==> src/rtl/alu_arbiter.sv <==
// alu_arbiter: shares one combinational ALU between two requesters.
// Build option ALU_ARB_RR_EN: round-robin ties; else fixed priority + starve guard.
module alu_arbiter #(
    parameter int CPU_WIDTH    = 32,
    parameter int ALU_OP_WIDTH = 4,
    parameter int STARVE_LIMIT = 4
) (
    input  logic                    clk,
    input  logic                    rst,
    input  logic                    req0_valid,
    output logic                    req0_ready,
    input  logic [ALU_OP_WIDTH-1:0] req0_op,
    input  logic [CPU_WIDTH-1:0]    req0_src1,
    input  logic [CPU_WIDTH-1:0]    req0_src2,
    input  logic                    req1_valid,
    output logic                    req1_ready,
    input  logic [ALU_OP_WIDTH-1:0] req1_op,
    input  logic [CPU_WIDTH-1:0]    req1_src1,
    input  logic [CPU_WIDTH-1:0]    req1_src2,
    output logic                    rsp0_valid,
    input  logic                    rsp0_ready,
    output logic [CPU_WIDTH-1:0]    rsp0_res,
    output logic                    rsp1_valid,
    input  logic                    rsp1_ready,
    output logic [CPU_WIDTH-1:0]    rsp1_res,
    output logic [ALU_OP_WIDTH-1:0] alu_op,
    output logic [CPU_WIDTH-1:0]    alu_src1,
    output logic [CPU_WIDTH-1:0]    alu_src2,
    input  logic [CPU_WIDTH-1:0]    alu_res
);

    logic                 elig0, elig1;
    logic                 grant0, grant1;
    logic                 rsp0_valid_q, rsp0_valid_d;
    logic                 rsp1_valid_q, rsp1_valid_d;
    logic [CPU_WIDTH-1:0] rsp0_res_q, rsp0_res_d;
    logic [CPU_WIDTH-1:0] rsp1_res_q, rsp1_res_d;

    // A port may issue when its slot is empty or draining this cycle
    always_comb begin
        elig0 = req0_valid && (!rsp0_valid_q || rsp0_ready);
        elig1 = req1_valid && (!rsp1_valid_q || rsp1_ready);
    end

`ifdef ALU_ARB_RR_EN
    logic last_gnt_q, last_gnt_d;

    // Tie goes to the port that did not win last; nothing granted in reset
    always_comb begin
        grant0 = 1'b0;
        grant1 = 1'b0;
        if (!rst) begin
            if (elig0 && elig1) begin
                if (last_gnt_q) begin
                    grant0 = 1'b1;
                end else begin
                    grant1 = 1'b1;
                end
            end else begin
                grant0 = elig0;
                grant1 = elig1;
            end
        end
    end

    // Remember the most recent winner
    always_comb begin
        last_gnt_d = last_gnt_q;
        if (grant0) begin
            last_gnt_d = 1'b0;
        end else if (grant1) begin
            last_gnt_d = 1'b1;
        end
    end

    // Reset to 1 so port 0 takes the first tie
    always_ff @(posedge clk) begin
        if (rst) begin
            last_gnt_q <= 1'b1;
        end else begin
            last_gnt_q <= last_gnt_d;
        end
    end
`else
    localparam int SC_W = $clog2(STARVE_LIMIT + 1);
    localparam logic [SC_W-1:0] SC_MAX = SC_W'(STARVE_LIMIT);

    logic [SC_W-1:0] starve_cnt_q, starve_cnt_d;
    logic            starve_hit;

    // Port 0 wins ties unless port 1 has lost STARVE_LIMIT times in a row
    always_comb begin
        starve_hit = (starve_cnt_q == SC_MAX);
        grant0     = 1'b0;
        grant1     = 1'b0;
        if (!rst) begin
            if (elig0 && elig1) begin
                if (starve_hit) begin
                    grant1 = 1'b1;
                end else begin
                    grant0 = 1'b1;
                end
            end else begin
                grant0 = elig0;
                grant1 = elig1;
            end
        end
    end

    // Count consecutive losses of an eligible port 1, saturating
    always_comb begin
        starve_cnt_d = starve_cnt_q;
        if (grant1 || !elig1) begin
            starve_cnt_d = '0;
        end else if (grant0 && !starve_hit) begin
            starve_cnt_d = starve_cnt_q + 1'b1;
        end
    end

    // Starvation counter register
    always_ff @(posedge clk) begin
        if (rst) begin
            starve_cnt_q <= '0;
        end else begin
            starve_cnt_q <= starve_cnt_d;
        end
    end
`endif

    // Steer the winner onto the ALU; idle inputs are forced to zero
    always_comb begin
        alu_op   = '0;
        alu_src1 = '0;
        alu_src2 = '0;
        if (grant0) begin
            alu_op   = req0_op;
            alu_src1 = req0_src1;
            alu_src2 = req0_src2;
        end else if (grant1) begin
            alu_op   = req1_op;
            alu_src1 = req1_src1;
            alu_src2 = req1_src2;
        end
    end

    // Slot update: refill on grant wins over drain
    always_comb begin
        rsp0_valid_d = rsp0_valid_q;
        rsp0_res_d   = rsp0_res_q;
        rsp1_valid_d = rsp1_valid_q;
        rsp1_res_d   = rsp1_res_q;
        if (grant0) begin
            rsp0_valid_d = 1'b1;
            rsp0_res_d   = alu_res;
        end else if (rsp0_valid_q && rsp0_ready) begin
            rsp0_valid_d = 1'b0;
        end
        if (grant1) begin
            rsp1_valid_d = 1'b1;
            rsp1_res_d   = alu_res;
        end else if (rsp1_valid_q && rsp1_ready) begin
            rsp1_valid_d = 1'b0;
        end
    end

    // Response slot registers; reset discards pending results
    always_ff @(posedge clk) begin
        if (rst) begin
            rsp0_valid_q <= 1'b0;
            rsp0_res_q   <= '0;
            rsp1_valid_q <= 1'b0;
            rsp1_res_q   <= '0;
        end else begin
            rsp0_valid_q <= rsp0_valid_d;
            rsp0_res_q   <= rsp0_res_d;
            rsp1_valid_q <= rsp1_valid_d;
            rsp1_res_q   <= rsp1_res_d;
        end
    end

    assign req0_ready = grant0;
    assign req1_ready = grant1;
    assign rsp0_valid = rsp0_valid_q;
    assign rsp1_valid = rsp1_valid_q;
    assign rsp0_res   = rsp0_res_q;
    assign rsp1_res   = rsp1_res_q;

endmodule

==> config.mk <==
export PLATFORM = sky130hd
export DESIGN_NAME = alu_arbiter
export DESIGN_NICKNAME = d
export VERILOG_FILES = /design/src/rtl/alu_arbiter.sv
export SDC_FILE = /design/constraint.sdc
export NUM_CORES = 1
export LEC_CHECK = 0
export BUFFER_PORTS_ARGS = -buffer_cell sky130_fd_sc_hd__buf_2
export CORE_AREA = 2 2 120 122
export DETAILED_ROUTE_END_ITERATION = 10
export DIE_AREA = 0 0 122 124
export SYNTH_ARGS = -nofsm -noshare
export SYNTH_HDL_FRONTEND = slang
export SYNTH_SLANG_ARGS = --single-unit
==> constraint.sdc <==
create_clock -name clk -period 2.89 [get_ports clk]
set_input_delay 0.578 -clock clk [delete_from_list [all_inputs] [get_ports clk]]
set_output_delay 0.578 -clock clk [all_outputs]
set_load 0.05 [all_outputs]
==> reports/metrics.cfg, run 1 <==
[run_status]
status = completed

[yosys]
ys_ff_latch = 69
syn_area_um2 = 4300
synth_area_per_cell_um2 = 8.50
synth_top_cell_area_share_pct = 32.1
syn_nets = 682
synth_top_cell_by_area = dfxtp_1
netlist-cell-type-count = 24
ys_seq_area_share_pct = 32.1
ys_warn_count = 0
synth.top_cells.by_area = dfxtp_1, nand2b_1, mux2i_1
synth_cells = 506

[cells_and_area]
finalNetCount = 970
area_growth_pct = 50.5
drive_gt1_share_pct = 44.7
final_common_cell = buf_2
layout_common_cells = buf_2, nand2b_1, inv_1, dfxtp_1, mux2i_1

[sta]
hold_viol_final = 0
setup_viol = 0
fin_ws_ps = 169
fin_tns_setup_ps = 0
rsz0062_at_grt = yes
slew_headroom_pct = 61.8
period_share_pct = 94.2
tightest_slew_ps = 574
skew_ps = 6.13
fin_crit_ps = 2720
fmax_mhz = 367
drv_slew = 0

[global_routing]
grt_pass1_vias = 4298
grt_max_degree = 88
grt_pass1_wl_um = 22200
track_usage_pct = 18.7
grt_remaining_overflow = 0
grt_antenna_before_repair = 3

[clocking]
cts_num_sinks = 69
clockBufferDepth = 2
clk_pin_slew_worst_paths_ps = 50
cts_hold_buf = 0
htree_num_levels = 3
cts-root-buf = clkbuf_16
clock_latency_ps = 320
cts-buffers-inserted = 9
cts_tree = done
postCtsSetupBuffers = 0

[job]
cap_viol_max_count = 0

[setup_path]
critPathCaptureType = output port
r2r_slack_ps = 790
worstSetupPathType = reg2out
critPathLaunchType = register
ff2ff_path_depth = 7
critPathMaxFanout = 54
crit_arrival_ps = 2140
r2r_start = starve_cnt_q[0]
reg2reg_to = rsp0_res[15]
critPathRequiredTime_ps = 2310

[floorplanning]
core_area_um2 = 13700
die_y_um = 124
start_util_pct = 31.3
dieArea_um2 = 15100
row_count = 43
die_x_um = 122
ioPinCount = 310

[placed_design]
gp_congestion = 0.824
port_buffers = 309
dp_hpwl_um = 11800
pre_cts_ws_ps = 230

[power_and_ir_drop]
p_per_area_nw_per_um2 = 487
finalPower_uw = 3150
cellLeakagePower_uw = 0.00337
vdd_drop_max_uv = 364

[detailed_routing]
vias = 4517
drt-initial-drc-count = 234
wire_per_inst_um = 15.5
routed_wirelength_um = 15200
drcViolationCount = 0
postRouteAntennaNets = 0
first_pass_iters = 4
via_per_inst = 4.61

[hold_path]
worstHoldEndpoint = starve_cnt_q[0]
min_from = starve_cnt_q[0]
hold_class = reg2reg
worstHoldPathCells = 1

[synthesized netlist by cell type (all sizes together)]
| cell | number |
|---|---|
| dfxtp | 69 |
| nor2b | 2 |
| ha | 2 |
| buf | 14 |
| xnor2 | 1 |
| nand3 | 1 |
| nand2b | 166 |
| clkbuf | 33 |
| and2 | 1 |
| nand2 | 2 |
| o31ai | 1 |
| mux2i | 64 |
| nor4b | 1 |
| nor2 | 2 |
| nor4 | 2 |
| inv | 72 |
| a21oi | 2 |
| o32ai | 68 |
| a311oi | 1 |
| o311ai | 2 |
[layer usage]
metal | GRT usage (%) | part of all wire (%)
met5 | 0 | 0
met4 | 6.32 | 1.7
met3 | 5.63 | 9.1
met1 | 20.9 | 38
met2 | 33.9 | 51
[critical path, cell delays in order (launching register included)]
cell and delay [ps]:
dfxtp_1 350, inv_1 50, ha_1 190, and2_1 190, o311ai_4 280, buf_12 300, o32ai_1 190, buf_2 260
[cells by family (layout without fill, tap and decap cells)]
family	Yosys count	count (layout)	share of synthesized area, %
xor gates and xnor gates	1	1	0.204
buffers and inverters	119	410	11.4
AOI/OAI and AO/OA	74	74	15.3
other	0	3	0
DFF	69	69	32.1
and+or+nand+nor	177	177	25.6
muxes	64	64	14.9
adders and majority gates	2	2	0.582
[worst max path at each step]
stage | start | endpoint | slack, ps | cells after the start
after floorplan | rsp1_valid | alu_src1[0] | -230 | 5
after detailed placement | rsp1_ready | alu_src2[2] | 230 | 6
final | starve_cnt_q[0] | alu_src2[29] | 170 | 7
after global placement | rsp1_ready | alu_src2[2] | 240 | 6
after global routing | starve_cnt_q[0] | alu_src2[11] | -0.7 | 7
after CTS | starve_cnt_q[0] | alu_src2[30] | 120 | 7
[per-stage QoR]
step,util [%],cells,hold WS (ps),instance area [µm²]
after floorplan,-,506,429,4420
after global placement,45.0,963,457,6180
after detailed placement,45.0,963,457,6180
after CTS,47.1,977,472,6460
after global routing,47.2,980,484,6470
final,47.2,980,464,6470
[flip-flops by register name, summed over array words and instances (netlist names)]
register	cells
rsp1_valid	1
rsp0_valid	1
starve_cnt_q	3
rsp0_res	32
rsp1_res	32
[cell type report]
type,count,area (µm²)
Timing Repair Buffer,324,1720
Antenna cell,3,7.51
Fill cell,1381,7250
Clock buffer,12,246
Clock inverter,2,35.0
Multi-Input combinational cell,318,2580
Tap cell,180,225
Inverter,72,270
Sequential cell,69,1380
[where the power goes]
part	internal (µW)	leakage (µW)	switching, µW
combinational	342	0.00266	724
clock	680	0.000139	364
sequential	1010	0.000567	28.2
total	2030	0.00337	1120
[what timing repair did]
item | in CTS | in global routing
hold endpoints to repair | 0 | 0
setup endpoints to repair | 0 | 2
resized for setup | 0 | 2
Power figures use the tool's default switching activity.
==> run 2, diff against run 1 <==
--- a/config.mk
+++ b/config.mk
@@ -9,6 +9,7 @@
 export CORE_AREA = 2 2 120 122
 export DETAILED_ROUTE_END_ITERATION = 10
 export DIE_AREA = 0 0 122 124
+export PLACE_DENSITY = 0.65
 export SYNTH_ARGS = -nofsm -noshare
 export SYNTH_HDL_FRONTEND = slang
 export SYNTH_SLANG_ARGS = --single-unit
==> run 2 against run 1 <==
  * Register-to-register slack improved by 210 ps
  * Clock power up 14%
  * Sequential power about the same
  * Design area increased by 1.1%
  * Sequential share of layout area down 0.23 points
  * First-iteration DRC count decreased by 26%
  * Hold slack gained 0.76 ps
  * Largest cell class unchanged
  * Total power is 4.8% higher
==> reports/metrics.cfg, run 2 (same netlist as run 1, synthesis figures left out) <==
[placed_design]
gp_congestion = 0.755  ; -8.4%
port_buffers = 309  ; unchanged
pre_cts_ws_ps = 164  ; -65.6 ps
dp_hpwl_um = 10800  ; -8.3%

[detailed_routing]
postRouteAntennaNets = 0  ; unchanged
via_per_inst = 4.55  ; -1.2%
drt-initial-drc-count = 174  ; -26%
drcViolationCount = 0  ; unchanged
first_pass_iters = 4  ; unchanged
routed_wirelength_um = 14100  ; -7.3%
vias = 4461  ; -1.2%
wire_per_inst_um = 14.4  ; -7.3%

[setup_path]
cpMostUsedCell = buf_12
cp.buffers_inverters = 4  ; +1
slowest_stage = dfxtp_1
cp_cell_sequence = inv_1 > ha_1 > nand2_1 > o311ai_4 > buf_12 > buf_12 > o32ai_1 > buf_4
slowest_delay_ps = 350  ; about the same
reg2reg_to = rsp0_res[14]
critPathCaptureType = output port
crit_cells = 8  ; +1
crit_arrival_ps = 2220  ; +80 ps
r2r_slack_ps = 1000  ; +210 ps
crit_family = buffers and inverters
ff2ff_path_depth = 6  ; -1
critPathRequiredTime_ps = 2310  ; about the same
r2r_start = starve_cnt_q[0]
critPathLaunchType = register
worstSetupPathType = reg2out
critPathMaxFanout = 26  ; -52%

[power_and_ir_drop]
vdd_drop_max_uv = 325  ; -11%
cellLeakagePower_uw = 0.00339  ; +0.82%
p_per_area_nw_per_um2 = 505  ; +3.6%
finalPower_uw = 3300  ; +4.8%

[sta]
drv_slew = 0  ; unchanged
fmax_mhz = 358  ; -2.7%
hold_viol_final = 0  ; unchanged
slew_headroom_pct = 62.3  ; +0.50 points
skew_ps = 5.94  ; -0.194 ps
period_share_pct = 96.7  ; +2.6 points
fin_ws_ps = 94.3  ; -74.3 ps
setup_viol = 0  ; unchanged
tightest_slew_ps = 566  ; -7.56 ps
rsz0062_at_grt = yes
fin_crit_ps = 2800  ; +74.3 ps

[floorplanning]
core_area_um2 = 13700  ; unchanged
ioPinCount = 310  ; unchanged
row_count = 43  ; unchanged
die_y_um = 124  ; unchanged
dieArea_um2 = 15100  ; unchanged
die_x_um = 122  ; unchanged
start_util_pct = 31.3  ; unchanged

[clocking]
cts-buffers-inserted = 9  ; unchanged
cts_tree = done
clk_pin_slew_worst_paths_ps = 50  ; about the same
clockBufferDepth = 2  ; unchanged
cts_num_sinks = 69  ; unchanged
cts_hold_buf = 0  ; unchanged
cts-root-buf = clkbuf_16
clock_latency_ps = 320  ; about the same
htree_num_levels = 3  ; unchanged

[global_routing]
grt_remaining_overflow = 0  ; unchanged
grt_max_degree = 89  ; +1.1%
grt_pass1_wl_um = 20700  ; -6.9%
grt_antenna_before_repair = 2  ; -1
track_usage_pct = 17.1  ; -1.6 points
grt_pass1_vias = 4134  ; -3.8%

[hold_path]
worstHoldEndpoint = rsp1_res[19]
min_from = rsp1_res[19]
worstHoldPathCells = 2  ; +1
hold_class = reg2reg

[cells_and_area]
area_growth_pct = 52.1
multi_input_area_um2 = 2590  ; +0.29%
nFillCells = 1409  ; +2.0%
drive_gt1_share_pct = 45.0  ; +0.32 points
seqCellArea_um2 = 1380  ; unchanged
final_common_cell = buf_2
finalNetCount = 969  ; -0.10%
layout_common_cells = buf_2, nand2b_1, inv_1, dfxtp_1, mux2i_1

[job]
cap_viol_max_count = 0  ; unchanged

[run_status]
status = completed

## run 2: cell types whose count changed in the layout (fill, tap and decap cells not counted)
| cell | previous run | this run |
|---|---|---|
| clkbuf_1 | 2 | 1 |
| clkbuf_4 | 0 | 1 |
| buf_12 | 4 | 5 |
| bufinv_16 | 1 | 2 |
| buf_2 | 307 | 301 |
| o32ai_1 | 52 | 51 |
| buf_4 | 12 | 15 |
| o32ai_2 | 16 | 17 |
| clkinv_2 | 1 | 2 |
| clkbuf_8 | 1 | 2 |
| diode_2 | 3 | 2 |
## run 2: repair_timing
action / in CTS / in global routing
buffers inserted: 0 / 0
resized for setup: 0 / 14
endpoints found under the setup margin: 0 / 7
## run 2: final cells by class
| type | instances | share of cell area, % |
|---|---|---|
| diodes | 2 | 0.0765 |
| clock buffers | 12 | 3.92 |
| clock inverters | 4 | 1.07 |
| inverters | 72 | 4.13 |
| multi-input cells | 318 | 39.6 |
| flip-flops and latches | 69 | 21.1 |
| well taps | 180 | 3.44 |
| repair buffers | 323 | 26.6 |
## run 2: per-layer routing
layer  GRT usage, %  share of wire [%]
met2           29.6                 50
met4           5.89                1.2
met3           5.22                9.2
met1           20.2                 40
met5              0                  0
## run 2: worst max path at each step
stage                    start           end  slack, ps
5_1_grt        starve_cnt_q[0]  alu_src2[14]         -2
4_1_cts        starve_cnt_q[0]   alu_src2[3]         20
3_3_place_gp        rsp1_ready   alu_src2[3]        150
3_5_place_dp        rsp1_ready   alu_src2[3]        160
6_report       starve_cnt_q[0]   alu_src2[2]         90
2_1_floorplan       rsp1_valid   alu_src1[0]       -230
## run 2: worst min-delay path: cells and delay by family, from the launching register on
family	cells	cell delay (ps)
flip-flops	1	300
AND/OR/NAND/NOR	1	60
multiplexers	1	60
## run 2: where the power goes
| part | total, µW | internal (µW) | switching (µW) |
|---|---|---|---|
| clock network | 1190 | 799 | 392 |
| logic | 1070 | 348 | 720 |
| registers | 1040 | 1010 | 29.6 |
| total | 3300 | 2160 | 1140 |
## run 2: stage by stage
stage / TNS [ps] / utilization (%) / cell area, µm² / std cells / hold WS [ps]
5_1_grt: -1.56 / 47.7 / 6540 / 980 / 484
4_1_cts: 0 / 47.4 / 6510 / 978 / 469
3_3_place_gp: 0 / 45.1 / 6180 / 962 / 451
2_1_floorplan: -11590 / - / 4420 / 506 / 429
6_report: 0 / 47.7 / 6540 / 980 / 465
3_5_place_dp: 0 / 45.1 / 6180 / 962 / 453
==> run 3, diff against run 2 <==
--- a/config.mk
+++ b/config.mk
@@ -5,11 +5,12 @@
 export SDC_FILE = /design/constraint.sdc
 export NUM_CORES = 1
 export LEC_CHECK = 0
+export ABC_AREA = 1
 export BUFFER_PORTS_ARGS = -buffer_cell sky130_fd_sc_hd__buf_2
 export CORE_AREA = 2 2 120 122
 export DETAILED_ROUTE_END_ITERATION = 10
 export DIE_AREA = 0 0 122 124
-export PLACE_DENSITY = 0.65
+export PLACE_DENSITY = 0.61
 export SYNTH_ARGS = -nofsm -noshare
 export SYNTH_HDL_FRONTEND = slang
 export SYNTH_SLANG_ARGS = --single-unit
==> run 3 against run 2 <==
  * Clock power shrank 7%
  * Area after synthesis shrank 13%
  * Design area decreased by 12%
==> reports/metrics.cfg, run 3 <==
[detailed_routing]
wire_per_inst_um = 14.4  ; +0.19%
drt-initial-drc-count = 200  ; +15%
routed_wirelength_um = 15600  ; +10%
vias = 4844  ; +8.6%
postRouteAntennaNets = 0  ; unchanged
via_per_inst = 4.49  ; -1.5%
drcViolationCount = 0  ; unchanged
first_pass_iters = 4  ; unchanged

[clocking]
cts_num_sinks = 69  ; unchanged
cts-root-buf = clkbuf_16
ctsResizeCount = 0  ; unchanged
cts_hold_buf = 0  ; unchanged
cts_tree = done
clk_pin_slew_worst_paths_ps = 50  ; about the same
clockBufferDepth = 2  ; unchanged
htree_num_levels = 3  ; unchanged
postCtsSetupBuffers = 0  ; unchanged
cts-buffers-inserted = 9  ; unchanged
clock_latency_ps = 320  ; about the same

[yosys]
synth_cells = 608  ; +20%
syn_area_um2 = 3750  ; -13%
netlist-cell-type-count = 23  ; -4.2%
synth_edf_count = 0  ; unchanged
ys_warn_count = 0  ; unchanged
synth_area_per_cell_um2 = 6.17  ; -27%
synth_top_flop_cell = dfxtp_1
synth_top_cell_by_area = dfxtp_1
synth_top_cell_area_share_pct = 36.8  ; +4.7 points
ys_top_cells_by_count = nand2_1, nand3_1, dfxtp_1
ys_ff_latch = 69  ; unchanged
ys_seq_area_share_pct = 36.8  ; +4.7 points
syn_nets = 784  ; +15%
async_flop_share_pct = 0  ; unchanged
yosysMostFrequentCell = nand2_1
synth.top_cells.by_area = dfxtp_1, nand2_1, nand3_1

[sta]
drv_slew = 0  ; unchanged
skew_ps = 8.43  ; +2.49 ps
fin_tns_setup_ps = 0  ; unchanged
slew_headroom_pct = 53.6  ; -8.7 points
fin_crit_ps = 2620  ; -177 ps
fmax_mhz = 382  ; +6.7%
hold_viol_final = 0  ; unchanged
setup_viol = 0  ; unchanged
rsz0062_at_grt = no
period_share_pct = 90.6  ; -6.1 points
tightest_slew_ps = 696  ; +130 ps

[setup_path]
crit_family = buffers and inverters
slowest_stage = dfxtp_1
r2r_start = starve_cnt_q[0]
reg2reg_to = rsp0_res[12]
slowest_delay_ps = 350  ; about the same
critPathRequiredTime_ps = 2310  ; about the same
endpoint = alu_src2[17]
crit_cells = 9  ; +1
worstSetupPathType = reg2out
cp.buffers_inverters = 4  ; unchanged
critPathLaunchType = register
cp_cell_sequence = inv_1 > ha_1 > nand2_1 > inv_1 > nand3_4 > buf_12 > nand3_1 > nand2_1 > buf_2
critPathCaptureType = output port
r2r_slack_ps = 980  ; -20 ps
crit_arrival_ps = 2040  ; -180 ps
critPathMaxFanout = 47  ; +81%
startpoint = starve_cnt_q[0]
ff2ff_path_depth = 10  ; +4

[hold_path]
hold_class = reg2reg

[global_routing]
grt_max_degree = 74  ; -17%
grt_pass1_vias = 4314  ; +4.4%
grt_remaining_overflow = 0  ; unchanged
grt_antenna_before_repair = 8  ; +6
track_usage_pct = 19.0  ; +1.9 points
grt_pass1_wl_um = 22500  ; +8.6%

[power_and_ir_drop]
vdd_drop_max_uv = 360  ; +11%
cellLeakagePower_uw = 0.00334  ; -1.7%
p_per_area_nw_per_um2 = 538  ; +6.6%

[cells_and_area]
drive_gt1_share_pct = 38.0  ; -7.0 points
layout_common_cells = buf_2, nand2_1, nand3_1, dfxtp_1, inv_1
finalNetCount = 1064  ; +9.8%
final_cells = 1080  ; +10%
finish.utilization_pct = 42.0  ; -5.6 points
final_common_cell = buf_2
nFillCells = 1580  ; +12%
area_growth_pct = 53.7

[placed_design]
gp_congestion = 0.800  ; +6.0%
port_buffers = 309  ; unchanged
dp_hpwl_um = 11800  ; +9.2%
place_inst = 1057  ; +9.9%

[floorplanning]
start_util_pct = 27.3  ; -4.0 points
ioPinCount = 310  ; unchanged
die_y_um = 124  ; unchanged
core_area_um2 = 13700  ; unchanged
dieArea_um2 = 15100  ; unchanged
die_x_um = 122  ; unchanged
row_count = 43  ; unchanged

[job]
cap_viol_max_count = 0  ; unchanged

[run_status]
status = completed

run 3: cell types whose count changed in the layout (fill, tap and decap cells not counted), sizes merged, moves of 37 or more:
cell    previous run  this run
nand2              2       238
nand2b           166         0
nand3              1       102
o32ai             68         0
mux2i             64         0
nor2               2        39
run 3: worst register-to-register path, cell delays in order (launching register included):
cell	delay [ps]
dfxtp_1	350
inv_1	50
ha_1	180
nand2_1	90
inv_1	90
nand3_4	190
buf_4	280
buf_12	280
nand3_1	180
nand2_1	90
nor2_1	40
run 3: power breakdown:
group / internal (µW) / switching [µW] / total (µW) / leakage, µW
Clock: 716 / 395 / 1110 / 0.000150
Sequential: 1010 / 29.7 / 1040 / 0.000567
Combinational: 258 / 691 / 949 / 0.00262
run 3: kinds of logic (layout without fill, tap and decap cells):
kind of cell / after synthesis / in the layout / synth area share, %
AOI/OAI and AO/OA: 67 / 67 / 9.04
xor gates and xnor gates: 1 / 1 / 0.234
adders and majority gates: 2 / 2 / 0.667
buffers and inverters: 89 / 374 / 11.1
DFF: 69 / 69 / 36.8
other: 0 / 7 / 0
and+or+nand+nor: 380 / 380 / 42.2
run 3: layout make-up:
| cell class | count | area, µm² | area share [%] |
|---|---|---|---|
| Antenna cell | 7 | 17.5 | 0.304 |
| Clock buffer | 13 | 260 | 4.51 |
| Clock inverter | 3 | 43.8 | 0.759 |
| Inverter | 40 | 150 | 2.60 |
| Multi-Input combinational cell | 450 | 1970 | 34.1 |
| Sequential cell | 69 | 1380 | 24.0 |
| Tap cell | 180 | 225 | 3.91 |
| Timing Repair Buffer | 318 | 1720 | 29.9 |
run 3: metal layers:
layer | up-vias | GRT usage (%) | share of wire (%)
met3 | 24 | 6.00 | 8.9
met2 | 187 | 32.2 | 48
met5 | - | 0 | 0.045
li1 | 2486 | - | -
met1 | 2145 | 22.5 | 41
met4 | 2 | 7.61 | 2.2
run 3: how the worst min path moves through the flow:
stage | startpoint | end | slack [ps] | depth (start not counted)
final | starve_cnt_q[0] | starve_cnt_q[0] | 460 | 1
after global routing | alu_res[23] | rsp1_res[23] | 460 | 3
after CTS | alu_res[23] | rsp1_res[23] | 450 | 3
after detailed placement | starve_cnt_q[0] | starve_cnt_q[0] | 460 | 1
after global placement | starve_cnt_q[0] | starve_cnt_q[0] | 440 | 1
after floorplan | starve_cnt_q[0] | starve_cnt_q[0] | 420 | 1
run 3: metrics by stage:
step	hold WS, ps	setup slack, ps	total power (µW)	cell area (µm²)
after CTS	449	248	3140	5750
after global placement	435	422	2020	5450
after floorplan	417	441	1710	3750
after detailed placement	458	410	2020	5450
final	459	271	3100	5770
after global routing	462	126	3250	5760
